<file path="config.mk">
export PLATFORM = sky130hd
export DESIGN_NAME = cafe_order_panel_flat
export DESIGN_NICKNAME = d
export VERILOG_FILES = /design/src/rtl/cafe_order_panel_if.sv /design/src/rtl/cafe_order_panel.sv /design/src/flat_wrapper.sv
export SDC_FILE = /design/constraint.sdc
export NUM_CORES = 1
export LEC_CHECK = 0
export CORE_MARGIN = 1
export CORE_UTILIZATION = 32
export DETAILED_ROUTE_END_ITERATION = 6
export PLACE_DENSITY_LB_ADDON = 0.2
export SKIP_LAST_GASP = 1
export SYNTH_ARGS = -nofsm -noshare
export SYNTH_HDL_FRONTEND = slang
export SYNTH_SLANG_ARGS = --single-unit
</file>
<file path="constraint.sdc">
create_clock -name Clock -period 5.7 [get_ports Clock]
set_clock_uncertainty 0.1 [all_clocks]
set_input_delay 1.71 -clock Clock [delete_from_list [all_inputs] [get_ports Clock]]
set_output_delay 1.71 -clock Clock [all_outputs]
set_load 0.02 [all_outputs]
</file>
<file path="src/rtl/cafe_order_panel_if.sv">
// cafe_order_panel_if: bundles the customer-side and brewer-side signals of
// the cafe order panel.
//   master  - drives coin, button, cancel and status; observes the panel outputs
//   slave   - the panel itself
// Signals:
//   coin           one-cycle pulse, one coin unit
//   button[3:0]    one-hot drink request
//   cancel         refund request
//   status[4:0]    brewer valves {agua, cafe, leche, chocolate, azucar}
//   cofeeSelection one-hot drink command to the brewer
//   credit         current credit
//   change_pulse   one pulse per refunded unit
//   busy           drink in progress
//   error          sticky fault flag
interface cafe_order_panel_if #(
    parameter int unsigned CREDIT_W = 4
);
    logic                coin;
    logic [3:0]          button;
    logic                cancel;
    logic [4:0]          status;
    logic [3:0]          cofeeSelection;
    logic [CREDIT_W-1:0] credit;
    logic                change_pulse;
    logic                busy;
    logic                error;

    modport master (
        output coin, button, cancel, status,
        input  cofeeSelection, credit, change_pulse, busy, error
    );

    modport slave (
        input  coin, button, cancel, status,
        output cofeeSelection, credit, change_pulse, busy, error
    );
endinterface

</file>
<file path="src/rtl/cafe_order_panel.sv">
// cafe_order_panel: customer front end for the coffee brewer. Counts coins into
// a credit, accepts a one-hot drink button once credit covers its price, drives
// the brewer's one-hot selection, follows the valve status through brew start
// and completion, and refunds remaining credit as change pulses.
// Ports:
//   Clock  - single clock, posedge
//   Reset  - synchronous, active-high
//   bus    - cafe_order_panel_if.slave (coin/button/cancel/status in;
//            cofeeSelection/credit/change_pulse/busy/error out, all registered)
// Optional feature: define BREW_WATCHDOG_EN to abort a brew whose status stays
// non-zero for BREW_TIMEOUT cycles (error set, no price refund).
module cafe_order_panel #(
    parameter int unsigned PRICE_EXP     = 2,
    parameter int unsigned PRICE_LECHE   = 3,
    parameter int unsigned PRICE_CAP     = 3,
    parameter int unsigned PRICE_MOCCA   = 4,
    parameter int unsigned CREDIT_W      = 4,
    parameter int unsigned START_TIMEOUT = 16,
    parameter int unsigned BREW_TIMEOUT  = 255
) (
    input  logic               Clock,
    input  logic               Reset,
    cafe_order_panel_if.slave  bus
);
    // One counter serves both the start timeout and the brew watchdog.
    localparam int unsigned CNT_MAX = (BREW_TIMEOUT > START_TIMEOUT) ? BREW_TIMEOUT
                                                                    : START_TIMEOUT;
    localparam int unsigned CNT_W   = $clog2(CNT_MAX + 1);

    localparam logic [CNT_W-1:0]    START_LAST = CNT_W'(START_TIMEOUT - 1);
`ifdef BREW_WATCHDOG_EN
    localparam logic [CNT_W-1:0]    BREW_LAST  = CNT_W'(BREW_TIMEOUT - 1);
`endif
    localparam logic [CREDIT_W-1:0] CREDIT_MAX = '1;
    localparam logic [CREDIT_W-1:0] P_EXP      = CREDIT_W'(PRICE_EXP);
    localparam logic [CREDIT_W-1:0] P_LECHE    = CREDIT_W'(PRICE_LECHE);
    localparam logic [CREDIT_W-1:0] P_CAP      = CREDIT_W'(PRICE_CAP);
    localparam logic [CREDIT_W-1:0] P_MOCCA    = CREDIT_W'(PRICE_MOCCA);

    typedef enum logic [2:0] {
        StIdle,
        StCredit,
        StIssue,
        StWaitStart,
        StBrewing,
        StChange
    } state_e;

    state_e              state_q, state_d;
    logic [CREDIT_W-1:0] credit_q, credit_d;
    logic [CREDIT_W-1:0] price_q, price_d;
    logic [3:0]          sel_q, sel_d;
    logic [CNT_W-1:0]    cnt_q, cnt_d;
    logic                pulse_q, pulse_d;
    logic                busy_q, busy_d;
    logic                error_q, error_d;

    logic                btn_ok;
    logic [CREDIT_W-1:0] btn_price;
    logic                coin_ok;
    logic [CREDIT_W-1:0] coin_inc;

    // Button decode: only a single set bit is a legal request.
    always_comb begin
        btn_ok    = 1'b0;
        btn_price = '0;
        case (bus.button)
            4'b0001: begin btn_ok = 1'b1; btn_price = P_EXP;   end
            4'b0010: begin btn_ok = 1'b1; btn_price = P_LECHE; end
            4'b0100: begin btn_ok = 1'b1; btn_price = P_CAP;   end
            4'b1000: begin btn_ok = 1'b1; btn_price = P_MOCCA; end
            default: ;
        endcase
    end

    assign coin_ok  = bus.coin && (state_q == StIdle || state_q == StCredit) &&
                      (credit_q != CREDIT_MAX);
    assign coin_inc = {{(CREDIT_W-1){1'b0}}, coin_ok};

    always_comb begin
        state_d  = state_q;
        credit_d = credit_q;
        price_d  = price_q;
        sel_d    = sel_q;
        cnt_d    = cnt_q;
        pulse_d  = 1'b0;
        busy_d   = busy_q;
        error_d  = error_q;

        if (coin_ok) begin
            credit_d = credit_q + coin_inc;
            error_d  = 1'b0;
        end

        case (state_q)
            StIdle: begin
                if (coin_ok) state_d = StCredit;
            end
            StCredit: begin
                if (bus.cancel) begin
                    state_d = StChange;
                end else if (btn_ok && credit_q >= btn_price) begin
                    // Decision uses registered credit; a same-cycle coin still counts.
                    state_d  = StIssue;
                    sel_d    = bus.button;
                    price_d  = btn_price;
                    credit_d = credit_q + coin_inc - btn_price;
                    busy_d   = 1'b1;
                end
            end
            StIssue: begin
                state_d = StWaitStart;
                cnt_d   = '0;
            end
            StWaitStart: begin
                if (bus.status != 5'd0) begin
                    state_d = StBrewing;
                    cnt_d   = '0;
                end else if (cnt_q == START_LAST) begin
                    // Brewer never started: refund the drink and pay out.
                    state_d  = StChange;
                    error_d  = 1'b1;
                    credit_d = credit_q + price_q;
                    sel_d    = '0;
                    busy_d   = 1'b0;
                end else begin
                    cnt_d = cnt_q + 1'b1;
                end
            end
            StBrewing: begin
                if (bus.status == 5'd0) begin
                    state_d = StChange;
                    sel_d   = '0;
                    busy_d  = 1'b0;
`ifdef BREW_WATCHDOG_EN
                end else if (cnt_q == BREW_LAST) begin
                    state_d = StChange;
                    error_d = 1'b1;
                    sel_d   = '0;
                    busy_d  = 1'b0;
                end else begin
                    cnt_d = cnt_q + 1'b1;
`endif
                end
            end
            StChange: begin
                if (credit_q == '0) begin
                    state_d = StIdle;
                end else if (!pulse_q) begin
                    // High one cycle, low the next, one unit per high cycle.
                    pulse_d  = 1'b1;
                    credit_d = credit_q - 1'b1;
                end
            end
            default: begin
                state_d = StIdle;
            end
        endcase
    end

    always_ff @(posedge Clock) begin
        if (Reset) begin
            state_q  <= StIdle;
            credit_q <= '0;
            price_q  <= '0;
            sel_q    <= '0;
            cnt_q    <= '0;
            pulse_q  <= 1'b0;
            busy_q   <= 1'b0;
            error_q  <= 1'b0;
        end else begin
            state_q  <= state_d;
            credit_q <= credit_d;
            price_q  <= price_d;
            sel_q    <= sel_d;
            cnt_q    <= cnt_d;
            pulse_q  <= pulse_d;
            busy_q   <= busy_d;
            error_q  <= error_d;
        end
    end

    assign bus.cofeeSelection = sel_q;
    assign bus.credit         = credit_q;
    assign bus.change_pulse   = pulse_q;
    assign bus.busy           = busy_q;
    assign bus.error          = error_q;
endmodule

</file>
<file path="src/flat_wrapper.sv">
// flat-port wrapper written by rule: the top's interface ports become plain ports
module cafe_order_panel_flat 
#(
    parameter int unsigned PRICE_EXP     = 2,
    parameter int unsigned PRICE_LECHE   = 3,
    parameter int unsigned PRICE_CAP     = 3,
    parameter int unsigned PRICE_MOCCA   = 4,
    parameter int unsigned CREDIT_W      = 4,
    parameter int unsigned START_TIMEOUT = 16,
    parameter int unsigned BREW_TIMEOUT  = 255
)
  (Clock, Reset, bus_coin, bus_button, bus_cancel, bus_status, bus_cofeeSelection, bus_credit, bus_change_pulse, bus_busy, bus_error);
  cafe_order_panel_if #(.CREDIT_W(CREDIT_W)) bus_i ();
  input  logic Clock;
  input  logic Reset;
  input wire logic [$bits(bus_i.coin)-1:0] bus_coin;
  input wire logic [$bits(bus_i.button)-1:0] bus_button;
  input wire logic [$bits(bus_i.cancel)-1:0] bus_cancel;
  input wire logic [$bits(bus_i.status)-1:0] bus_status;
  output wire logic [$bits(bus_i.cofeeSelection)-1:0] bus_cofeeSelection;
  output wire logic [$bits(bus_i.credit)-1:0] bus_credit;
  output wire logic [$bits(bus_i.change_pulse)-1:0] bus_change_pulse;
  output wire logic [$bits(bus_i.busy)-1:0] bus_busy;
  output wire logic [$bits(bus_i.error)-1:0] bus_error;
  assign bus_i.coin = bus_coin;
  assign bus_i.button = bus_button;
  assign bus_i.cancel = bus_cancel;
  assign bus_i.status = bus_status;
  assign bus_cofeeSelection = bus_i.cofeeSelection;
  assign bus_credit = bus_i.credit;
  assign bus_change_pulse = bus_i.change_pulse;
  assign bus_busy = bus_i.busy;
  assign bus_error = bus_i.error;
  cafe_order_panel #(.PRICE_EXP(PRICE_EXP), .PRICE_LECHE(PRICE_LECHE), .PRICE_CAP(PRICE_CAP), .PRICE_MOCCA(PRICE_MOCCA), .CREDIT_W(CREDIT_W), .START_TIMEOUT(START_TIMEOUT), .BREW_TIMEOUT(BREW_TIMEOUT)) u_core (.Clock(Clock), .Reset(Reset), .bus(bus_i));
endmodule
</file>
======== Word-level counts from Yosys, hierarchy flattened ========
Cells that the tools add are included.
Widths: inputs -> output; s select.
word-level totals
  register bits ........................... 26
  input bits .............................. 13
  output and inout bits ................... 11
  logic and storage cells ................. 92
operators by class
  add/subtract/negate cells ............... 5
  order comparisons ....................... 1
  equality and inequality tests ........... 21
  multiplexer cells ....................... 38
  bitwise logic cells ..................... 2
  reductions and logical operators ........ 17
operator list
  operator             number
  $mux 4               12
  $pmux 4 s3           2
  $mux 3               7
  $pmux 3 s6           1
  $mux 8               2
  $pmux 8 s2           1
  $mux 1               11
  $pmux 3 s3           1
  $add 8x1->8 const B  1
  $eq 8x4->1 const B   1
  $ne 2x1->1 const B   4
  $eq 3x2->1 const B   2
  $eq 3x3->1 const B   2
  $ne 2x2->1 const B   3
  $reduce_and 6->1     1
  $logic_not 5->1      1
  $reduce_and 5->1     1
  $reduce_bool 5->1    1
  $add 4x1->4          1
  $add 4x4->4          1
  $eq 4x1->1 const B   1
  $eq 4x2->1 const B   1
  $eq 4x3->1 const B   1
  $eq 4x4->1 const B   1
  other kinds (21)     24

======== Depth between registers and ports, before layout ========
Gate-level depths: netlist of the first run.
  depth in word-level cells ............... 9
  depth in mapped cells ................... 13
  depth with buffers taken out ............ 13

======== Worst setup path after synthesis of the first run ========
No wires, ideal clock.
  path kind ............................... input port to flip-flop
  start point ............................. input port bus_button[1]
  end point ............................... register u_core.credit_q[2] (netlist: u_core.bus.credit[2])
  library setup time ...................... 0.122 ns
  data arrival time ....................... 3.582 ns
  required time ........................... 5.478 ns
  slack ................................... 1.897 ns
  cell stages on the path ................. 10
  buffers on the path ..................... 1
  cell sequence ........................... or2_2 a211o_1 ha_1 a211o_1 a31oi_4 a21oi_2 nor2b_4 buf_6 a221oi_1 nor2_1
between the ends
  cells in the longest elaborated chain, start to end .. 8
  elaborated cells on any way between the ends .. 14
  those cells by class .................... add/sub (1); order compare (1); eq/ne (4); mux (5); reduce/logical (3)
ends and longest elaborated chain
  what                                      line                     source
  from (decl)                               flat_wrapper.sv:17       input wire logic [$bits(bus_i.button)-1:0] bus_button;
  $eq 4x2->1 or $eq 4x3->1 (tied branches)  cafe_order_panel.sv:67   case (bus.button)
  $reduce_or 2->1 (no source line)          --
  $pmux 3 s3                                cafe_order_panel.sv:67
  $ge 4x3->1                                cafe_order_panel.sv:102  end else if (btn_ok && credit_q >= btn_price) begin
  $logic_and 1x1->1                         cafe_order_panel.sv:102
  $mux 4 (*)                                cafe_order_panel.sv:102
  $mux 4 (*)                                cafe_order_panel.sv:100  if (bus.cancel) begin
  $pmux 4 s3 (*)                            cafe_order_panel.sv:95   case (state_q)
  to (signal assigned)                      cafe_order_panel.sv:173  credit_q <= credit_d;
  to (decl)                                 cafe_order_panel.sv:50   logic [CREDIT_W-1:0] credit_q, credit_d;
Mark *: on every way between the ends. The rest lies on a longest branch, timed or not.
A chain may end at the register's enable or synchronous reset.

======== Worst setup path in the final report of the first run ========
  start point ............................. input port bus_button[2]
  end point ............................... register u_core.credit_q[3] (netlist: u_core.bus.credit[3])
The elaborated chain is that of the path after synthesis.

==> results of run 1 <==
## per-stage QoR
step / setup WS, ns / instances / hold slack, ns / total power [mW]
after floorplan: 1.897 / 223 / 0.3530 / 0.3549
after global placement: 1.252 / 310 / 0.3644 / 0.4086
after detailed placement: 1.195 / 310 / 0.3749 / 0.4054
after CTS: 1.487 / 314 / 0.3902 / 0.5207
after global routing: 1.282 / 314 / 0.4154 / 0.5494
final: 1.500 / 314 / 0.3846 / 0.5182
## placed cells by master (no fill, tap or decap), types with 5 or more instances in the layout
master and count:
nand2_1 18, nor2_1 28, nand3_1 10, xor2_1 9
ha_1 14, nand2b_1 5, dfxtp_1 25, o21ai_0 9
xnor2_1 7, inv_1 13, clkdlybuf4s50_1 23, a21oi_1 19
## area by class of cell
type	count	area (um^2)
repair buffers	23	230.2
fillers	566	3417
flip-flops and latches	25	500.5
well taps	72	90.09
clock inverters	1	7.507
clock buffers	3	41.29
multi-input cells	177	1239
inverters	13	48.80
## logic make-up after synthesis
family | count (synthesis) | synth area share, %
compound gates | 55 | 21.86
xor+xnor | 16 | 7.512
fa+ha+maj | 16 | 11.54
buf+inv | 21 | 6.773
flops | 25 | 26.83
mux | 2 | 1.073
simple gates | 88 | 24.41
## power by group through the flow
| stage | Clock (mW) | Sequential (mW) | Combinational, mW |
|---|---|---|---|
| 6_report | 0.115 | 0.209 | 0.194 |
| 5_1_grt | 0.121 | 0.212 | 0.217 |
| 4_1_cts | 0.117 | 0.208 | 0.195 |
| 3_5_place_dp | 0 | 0.213 | 0.192 |
| 3_3_place_gp | 0 | 0.214 | 0.195 |
| 2_1_floorplan | 0 | 0.204 | 0.151 |
## worst register-to-register path, cell delays in order (launching register included)
cell      delay [ns]
dfxtp_1         0.57
ha_1            0.24
nand3_1         0.08
nand3_1         0.23
inv_1           0.07
ha_1            0.20
ha_1            0.30
ha_1            0.29
a21o_1          0.15
a21oi_1         0.18
xnor2_1         0.12
a221oi_2        0.24
a21oi_1         0.09
## worst paths after layout
path	startpoint	endpoint	slack (ns)	cells after the start
hold / removal	u_core.bus.cofeeSelection[0]	u_core.bus.cofeeSelection[0]	0.38	2
setup / recovery	bus_button[2]	u_core.bus.credit[3]	1.50	10
hold reg to reg	u_core.bus.cofeeSelection[0]	u_core.bus.cofeeSelection[0]	0.38	2
setup reg to reg	u_core.bus.credit[1]	u_core.bus.credit[3]	2.69	12
## layer usage
metal | GRT usage, % | vias up | wire length, um
li1 | - | 822 | -
met1 | 20.27 | 742 | 2146
met2 | 24.65 | 26 | 2039
met3 | 2.093 | 5 | 144
met4 | 3.889 | 0 | 46
met5 | 0 | - | 0
## cell usage after synthesis (all sizes together) (4+ instances only)
master | count | area (um^2)
buf | 7 | 65.05
nand3 | 11 | 60.06
and3 | 4 | 25.02
nor3 | 5 | 30.03
xor2 | 9 | 78.83
inv | 13 | 48.80
nand2b | 5 | 31.28
a21oi | 20 | 103.9
o21ai | 9 | 45.04
nand2 | 18 | 67.56
nor2 | 28 | 105.1
nand3b | 4 | 30.03
xnor2 | 7 | 61.31
ha | 14 | 175.2
dfxtp | 25 | 500.5
## flip-flops by register name, summed over array words and instances (netlist names)
name / flops
u_core.bus.busy: 1
u_core.bus.change_pulse: 1
u_core.bus.cofeeSelection: 4
u_core.bus.credit: 4
u_core.bus.error: 1
u_core.cnt_q: 8
u_core.price_q: 3
u_core.state_q: 3
==> results.sh, run 1 <==
export IMPL_syn_area_per_cell_um2=8.366
export IMPL_cts_tree="yes"
export IMPL_drt_total_wl_um=4376
export IMPL_synth_seq_area_share_pct=26.83
export IMPL_layout_min_cycle_time_ns=4.200
export IMPL_synth_warnings=0
export IMPL_cp_required_ns=5.80
export IMPL_p_sw_share_pct=37.45
export IMPL_grt_overflow=0
export IMPL_row_count=27
export IMPL_synth_distinct_cells=51
export IMPL_die_h_um=78.36
export IMPL_finalNetCount=272
export IMPL_p_per_area_nw_per_um2=240.3
export IMPL_syn_area_um2=1866
export IMPL_gp_routability_congestion=0.8317
export IMPL_comb_power_share_pct=37.5
export IMPL_cp_max_fo=6
export IMPL_drtPass1Iterations=4
export IMPL_switching_power_mw=0.1941
export IMPL_min_path_type="reg2reg"
export IMPL_fin_area_um2=2157
export IMPL_worst_slew_pin_slew_ns=0.8713
export IMPL_place_area_um2=2108
export IMPL_cts_hold_buf=0
export IMPL_rsz0062_at_grt="no"
export IMPL_track_usage_pct=14.93
export IMPL_clock_latency_ns=0.28
export IMPL_diodes=0
export IMPL_port_buffers=23
export IMPL_netlist_instances=223
export IMPL_numCtsBuffers=3
export IMPL_core_area_um2=5574
export IMPL_vias_per_cell=5.080
export IMPL_dieArea_um2=6140
export IMPL_async_reset_ff_share_pct=0
export IMPL_status="complete, no violations"
export IMPL_synth_edf_count=0
export IMPL_antenna_found_initial=0
export IMPL_cts_post_setup_buffers_inserted=0
export IMPL_p_int_mw=0.3242
export IMPL_antenna_left=0
export IMPL_root_buffer="clkbuf_8"
export IMPL_worst_setup_path_end_kind="register"
export IMPL_cts_resized=0
export IMPL_wl_per_cell_um=13.94
export IMPL_critPathMaxStageDelay_ns=0.53
export IMPL_ir_worst_vdd_mv=0.08733
export IMPL_fmax_mhz=238.1
export IMPL_chipWidth_um=78.36
export IMPL_fin_util_pct=38.70
export IMPL_hold_viol=0
export IMPL_start_kind="input pin"
export IMPL_slew_headroom_pct=41.73
export IMPL_area_growth_pct=15.63
export IMPL_drv_cap=0
export IMPL_setup_tns_ns=0
export IMPL_finalSetupViolCount=0
export IMPL_path_cells="clkdlybuf4s50_1, or2_2, a211o_1, ha_1, a211o_1, a31oi_4, a211oi_2, o311ai_4, o211ai_1, a21oi_1"
export IMPL_seqPwrFrac_pct=40.4
export IMPL_first_global_vias=1482
export IMPL_grt_max_degree=22
export IMPL_io_pins=24
export IMPL_slowest_stage="clkdlybuf4s50_1"
export IMPL_crit_family="compound AO/OA/AOI/OAI gates"
export IMPL_grt_pass1_wl_um=7307
export IMPL_p_leak_nw=0.8125
export IMPL_syn_num_nets=252
export IMPL_cts_sinks=25
export IMPL_start_util_pct=33.47
export IMPL_crit_type="in2reg"
export IMPL_vias=1595
export IMPL_drcViolationCount=0
export IMPL_cp_common_cell="a211o_1"
export IMPL_clock_path_buffers=2
export IMPL_clkTransAtPathRegs_ns=0.10
export IMPL_synth_flop_cell="dfxtp_1"
export IMPL_finalCritPeriodShare_pct=73.69
export IMPL_ys_seq_elements=25
export IMPL_htreeDepth=1
export IMPL_drt_iter0_markers=79
export IMPL_maxSlewViolCount=0
export IMPL_p_clk_share_pct=22.1
export IMPL_arrival_ns=4.30
export IMPL_hpwl_um=3319
export IMPL_drive_gt1_share_pct=7.438
export IMPL_crit_buf_inv=1
Power figures use the tool's default switching activity.
==> run 2: changes to the inputs <==
clock period = 3.86 ns   (was 5.7 ns; I/O delays follow)
==> run 2 against run 1 <==
Net effect: largest cell class unchanged; wire length down 0.59%; sequential power up 48%; via count is 0.19% higher; global-route usage fell by 0.12 points; first-iteration DRC count grew 8.9%; clock-buffer cell count is 1 higher; die area stayed put.
==> results.sh, run 2 (synthesis gave the netlist of run 1 again) <==
export IMPL_nFillCells=587
export IMPL_drcViolationCount=0
export IMPL_grt_max_degree=14
export IMPL_cts_hold_buf=0
export IMPL_ir_worst_vdd_mv=0.2054
export IMPL_fin_util_pct=39.84
export IMPL_drt_total_wl_um=4350
export IMPL_cts_resized=0
export IMPL_critPathMaxStageDelay_ns=0.47
export IMPL_cp_max_fo=10
export IMPL_clkTransAtPathRegs_ns=0.09
export IMPL_numCtsBuffers=3
export IMPL_grt_overflow=0
export IMPL_wl_per_cell_um=13.47
export IMPL_path_cells="clkdlybuf4s50_1, or2_2, a211o_1, ha_1, a31oi_4, a21oi_2, nor2b_4, mux2i_1, nor2_1"
export IMPL_cts_tree="yes"
export IMPL_start_util_pct=33.47
export IMPL_grt_pass1_wl_um=7286
export IMPL_dieArea_um2=6140
export IMPL_power_mw=0.7603
export IMPL_p_per_area_nw_per_um2=342.4
export IMPL_drt_iter0_markers=86
export IMPL_finalNetCount=281
export IMPL_area_growth_pct=19.05
export IMPL_met1_usage_pct=20.31
export IMPL_rsz0062_at_grt="no"
export IMPL_slew_headroom_pct=67.58
export IMPL_htreeDepth=1
export IMPL_hpwl_um=3406
export IMPL_hold_viol=0
export IMPL_busiest_layer="met2"
export IMPL_cp_required_ns=3.93
export IMPL_place_area_um2=2176
export IMPL_finalCritPeriodShare_pct=90.36
export IMPL_worst_setup_path_end_kind="register"
export IMPL_root_buffer="clkbuf_8"
export IMPL_largest_reg_flops=8
export IMPL_vias=1598
export IMPL_drv_cap=0
export IMPL_use_met3_pct=3.023
export IMPL_drtPass1Iterations=4
export IMPL_antenna_found_initial=0
export IMPL_setup_tns_ns=0
export IMPL_drive_gt1_share_pct=10.36
export IMPL_top_register="u_core.cnt_q"
export IMPL_slowest_stage="clkdlybuf4s50_1"
export IMPL_first_global_vias=1555
export IMPL_final_cell_mix="nor2_1, dfxtp_1, clkdlybuf4s50_1, a21oi_1, nand2_1"
export IMPL_diodes=0
export IMPL_cts_sinks=25
export IMPL_finalSetupViolCount=0
export IMPL_die_h_um=78.36
export IMPL_fin_area_um2=2221
export IMPL_clock_path_buffers=2
export IMPL_maxSlewViolCount=0
export IMPL_worst_slew_pin_slew_ns=0.4857
export IMPL_arrival_ns=3.56
export IMPL_track_usage_pct=14.81
export IMPL_status="complete, no violations"
export IMPL_gp_routability_congestion=0.8881
export IMPL_min_path_type="reg2reg"
export IMPL_p_leak_nw=0.8569
export IMPL_core_area_um2=5574
export IMPL_antenna_left=0
export IMPL_crit_type="in2reg"
export IMPL_layout_min_cycle_time_ns=3.488
export IMPL_vias_per_cell=4.947
export IMPL_chipWidth_um=78.36
export IMPL_clock_latency_ns=0.27
export IMPL_fmax_mhz=286.7
export IMPL_port_buffers=23
export IMPL_io_pins=24
export IMPL_crit_buf_inv=1
export IMPL_cts_post_setup_buffers_inserted=0
export IMPL_met2_usage_pct=24.04
export IMPL_crit_family="simple AND/OR/NAND/NOR gates"
export IMPL_mostFrequentLayoutCell="nor2_1"
export IMPL_row_count=27
export IMPL_start_kind="input pin"
run 2: worst paths after layout:
kind | slack (ns) | end | from | cells past startpoint
max reg2reg | 1.08 | u_core.bus.credit[3] | u_core.bus.credit[1] | 12
max | 0.37 | u_core.price_q[0] | bus_button[1] | 9
min | 0.38 | u_core.price_q[1] | u_core.price_q[1] | 2
min reg2reg | 0.38 | u_core.price_q[1] | u_core.price_q[1] | 2
run 2: report_power, final:
group          internal, mW  switching [mW]
Clock                0.0739          0.0846
Sequential            0.272          0.0380
Combinational         0.140           0.152
Total                 0.486           0.274
run 2: area by class of cell:
class / count / area (um^2) / share of cell area [%]
inverter: 13 / 48.80 / 2.197
timing repair buffer: 32 / 297.8 / 13.41
clock buffer: 4 / 45.04 / 2.028
tap: 72 / 90.09 / 4.056
multi-input combinational: 177 / 1239 / 55.77
sequential: 25 / 500.5 / 22.54
run 2: worst register-to-register path: stages (launching register included):
cell      delay (ns)
dfxtp_1         0.55
ha_1            0.23
nand3_1         0.06
nand3_1         0.12
inv_1           0.05
ha_1            0.19
ha_1            0.30
ha_1            0.28
a21o_1          0.16
a21oi_1         0.18
xnor2_1         0.13
a221oi_2        0.24
a21oi_1         0.09
run 2: metal layers:
metal / part of all wire [%] / wire length [um]
met5: 0 / 0
met1: 51 / 2202
met3: 2.6 / 114
met4: 0.92 / 40
met2: 46 / 1993
run 2: metrics by stage:
stage	hold slack (ns)	worst slack, ns	cells
final	0.3815	0.3722	323
after global routing	0.4129	0.2478	323
after CTS	0.3891	0.3690	323
after detailed placement	0.3719	0.09467	319
after global placement	0.3690	0.1299	319
after floorplan	0.3530	0.6087	223
==> run 3: changes to the inputs <==
GPL_TIMING_DRIVEN = 0   (was default)
==> run 3 against run 2 <==
Net effect: critical path depth grew 2; setup slack lost 0.14 ns; utilization grew 0.49 points; sequential cell count is the same; die area is the same.
==> results.sh, run 3 (synthesis gave the netlist of run 1 again) <==
export IMPL_nFillCells=591
export IMPL_vias_per_cell=5.012
export IMPL_reg2reg_to="u_core.bus.credit[3]"
export IMPL_ir_worst_vdd_mv=0.1330
export IMPL_critPathMaxStageDelay_ns=0.65
export IMPL_worst_setup_path_end_kind="register"
export IMPL_p_per_area_nw_per_um2=344.7
export IMPL_cp_max_fo=10
export IMPL_arrival_ns=3.70
export IMPL_comb_power_share_pct=40.6
export IMPL_p_clk_share_pct=21.8
export IMPL_grt_max_degree=16
export IMPL_area_growth_pct=20.52
export IMPL_track_usage_pct=15.72
export IMPL_drv_cap=0
export IMPL_io_pins=24
export IMPL_clkTransAtPathRegs_ns=0.10
export IMPL_path_cells="clkdlybuf4s50_1, nor2b_1, a211o_1, ha_1, a211o_1, a31oi_4, a21oi_2, nor2b_4, buf_6, a221oi_1, nor2_1"
export IMPL_mostFrequentLayoutCell="nor2_1"
export IMPL_numCtsBuffers=3
export IMPL_rsz0062_at_grt="no"
export IMPL_finalNetCount=280
export IMPL_port_buffers=23
export IMPL_cts_sinks=25
export IMPL_row_count=27
export IMPL_grt_overflow=0
export IMPL_drt_total_wl_um=4427
export IMPL_r2r_start="u_core.bus.credit[1]"
export IMPL_antenna_left=0
export IMPL_wl_per_cell_um=13.75
export IMPL_core_area_um2=5574
export IMPL_largest_reg_flops=8
export IMPL_fmax_mhz=275.7
export IMPL_p_leak_nw=0.8847
export IMPL_start_util_pct=33.47
export IMPL_drt_iter0_markers=79
export IMPL_place_area_um2=2186
export IMPL_first_global_vias=1557
export IMPL_r2r_setup_slack_ns=0.98
export IMPL_clock_path_buffers=2
export IMPL_fin_util_pct=40.34
export IMPL_final_cell_mix="nor2_1, dfxtp_1, clkdlybuf4s50_1, a21oi_1, nand2_1"
export IMPL_setup_ws_ns=0.2329
export IMPL_chipWidth_um=78.36
export IMPL_maxSlewViolCount=0
export IMPL_drcViolationCount=0
export IMPL_top_register="u_core.cnt_q"
export IMPL_vias=1614
export IMPL_min_path_type="reg2reg"
export IMPL_fin_area_um2=2248
export IMPL_finalCritPeriodShare_pct=93.97
export IMPL_clock_latency_ns=0.28
export IMPL_hold_path_depth=2
export IMPL_holdWs_ns=0.3766
export IMPL_cp_required_ns=3.93
export IMPL_grt_pass1_wl_um=7707
export IMPL_seqPwrFrac_pct=37.6
export IMPL_p_sw_share_pct=36.79
export IMPL_hpwl_um=3387
export IMPL_diodes=0
export IMPL_slew_headroom_pct=52.74
export IMPL_cts_tree="yes"
export IMPL_place_ws_ns=-0.2186
export IMPL_p_int_mw=0.4899
export IMPL_die_h_um=78.36
export IMPL_htreeDepth=1
export IMPL_worst_slew_pin_slew_ns=0.7035
export IMPL_root_buffer="clkbuf_8"
export IMPL_setup_tns_ns=0
export IMPL_min_from="u_core.bus.cofeeSelection[2]"
export IMPL_worst_hold_path_endpoint="u_core.bus.cofeeSelection[2]"
export IMPL_drtPass1Iterations=4
export IMPL_cts_post_setup_buffers_inserted=0
export IMPL_start_kind="input pin"
export IMPL_dieArea_um2=6140
export IMPL_drive_gt1_share_pct=10.80
export IMPL_gp_routability_congestion=0.8404
export IMPL_status="complete, no violations"
export IMPL_hold_viol=0
export IMPL_switching_power_mw=0.2851
export IMPL_slowest_stage="clkdlybuf4s50_1"
export IMPL_place_inst=318
export IMPL_cp_common_cell="a211o_1"
export IMPL_antenna_found_initial=0
export IMPL_power_mw=0.7750
export IMPL_layout_min_cycle_time_ns=3.627
export IMPL_r2r_cells=12
export IMPL_crit_type="in2reg"
export IMPL_finalSetupViolCount=0
export IMPL_stdcell_count=322
==> run 3: routing by layer <==
metal,part of all wire [%],vias up,track usage [%]
met5,0,-,0
met4,0.90,0,4.444
met3,2.5,4,1.860
met2,46,18,24.91
met1,51,751,22.28
li1,-,841,-
==> run 3: area by class of cell <==
type / instances / area (um^2) / share of cell area, %
multi-input combinational: 177 / 1247 / 55.48
sequential: 25 / 500.5 / 22.26
timing repair buffer: 23 / 235.2 / 10.46
tap: 72 / 90.09 / 4.007
buffer: 8 / 77.57 / 3.450
inverter: 13 / 48.80 / 2.170
clock buffer: 3 / 41.29 / 1.836
clock inverter: 1 / 7.507 / 0.3339
==> run 3: power groups by stage <==
| stage | registers, mW | clock network (mW) | logic [mW] |
|---|---|---|---|
| finish | 0.291 | 0.169 | 0.315 |
| global route | 0.295 | 0.188 | 0.351 |
| CTS | 0.291 | 0.178 | 0.315 |
| detailed placement | 0.297 | 0 | 0.313 |
| global placement | 0.297 | 0 | 0.312 |
| floorplan | 0.301 | 0 | 0.223 |
==> run 3: worst max-delay path by stage <==
stage	start	to	slack, ns	cells after the start
3_5_place_dp	bus_button[2]	u_core.bus.credit[2]	-0.22	11
3_3_place_gp	bus_button[2]	u_core.bus.credit[2]	-0.20	11
2_1_floorplan	bus_button[1]	u_core.bus.credit[2]	0.61	10
4_1_cts	bus_button[2]	u_core.bus.credit[2]	0.09	11
6_report	bus_button[0]	u_core.bus.credit[2]	0.23	11
5_1_grt	bus_button[0]	u_core.bus.credit[2]	0.11	11
==> run 3: what timing repair did <==
item                                    CTS  global route
resized for setup                         0             4
hold buffers                              0             0
endpoints found under the setup margin    0             7
hold endpoints to repair                  0             0
==> run 3: worst max-delay path: cells and delay by family <==
kind / cells / cell delay, ns
adder cells (fa/ha/maj): 1 / 0.21
AO/OA/AOI/OAI: 5 / 1.21
AND/OR/NAND/NOR: 3 / 0.31
buffers and inverters: 2 / 0.79
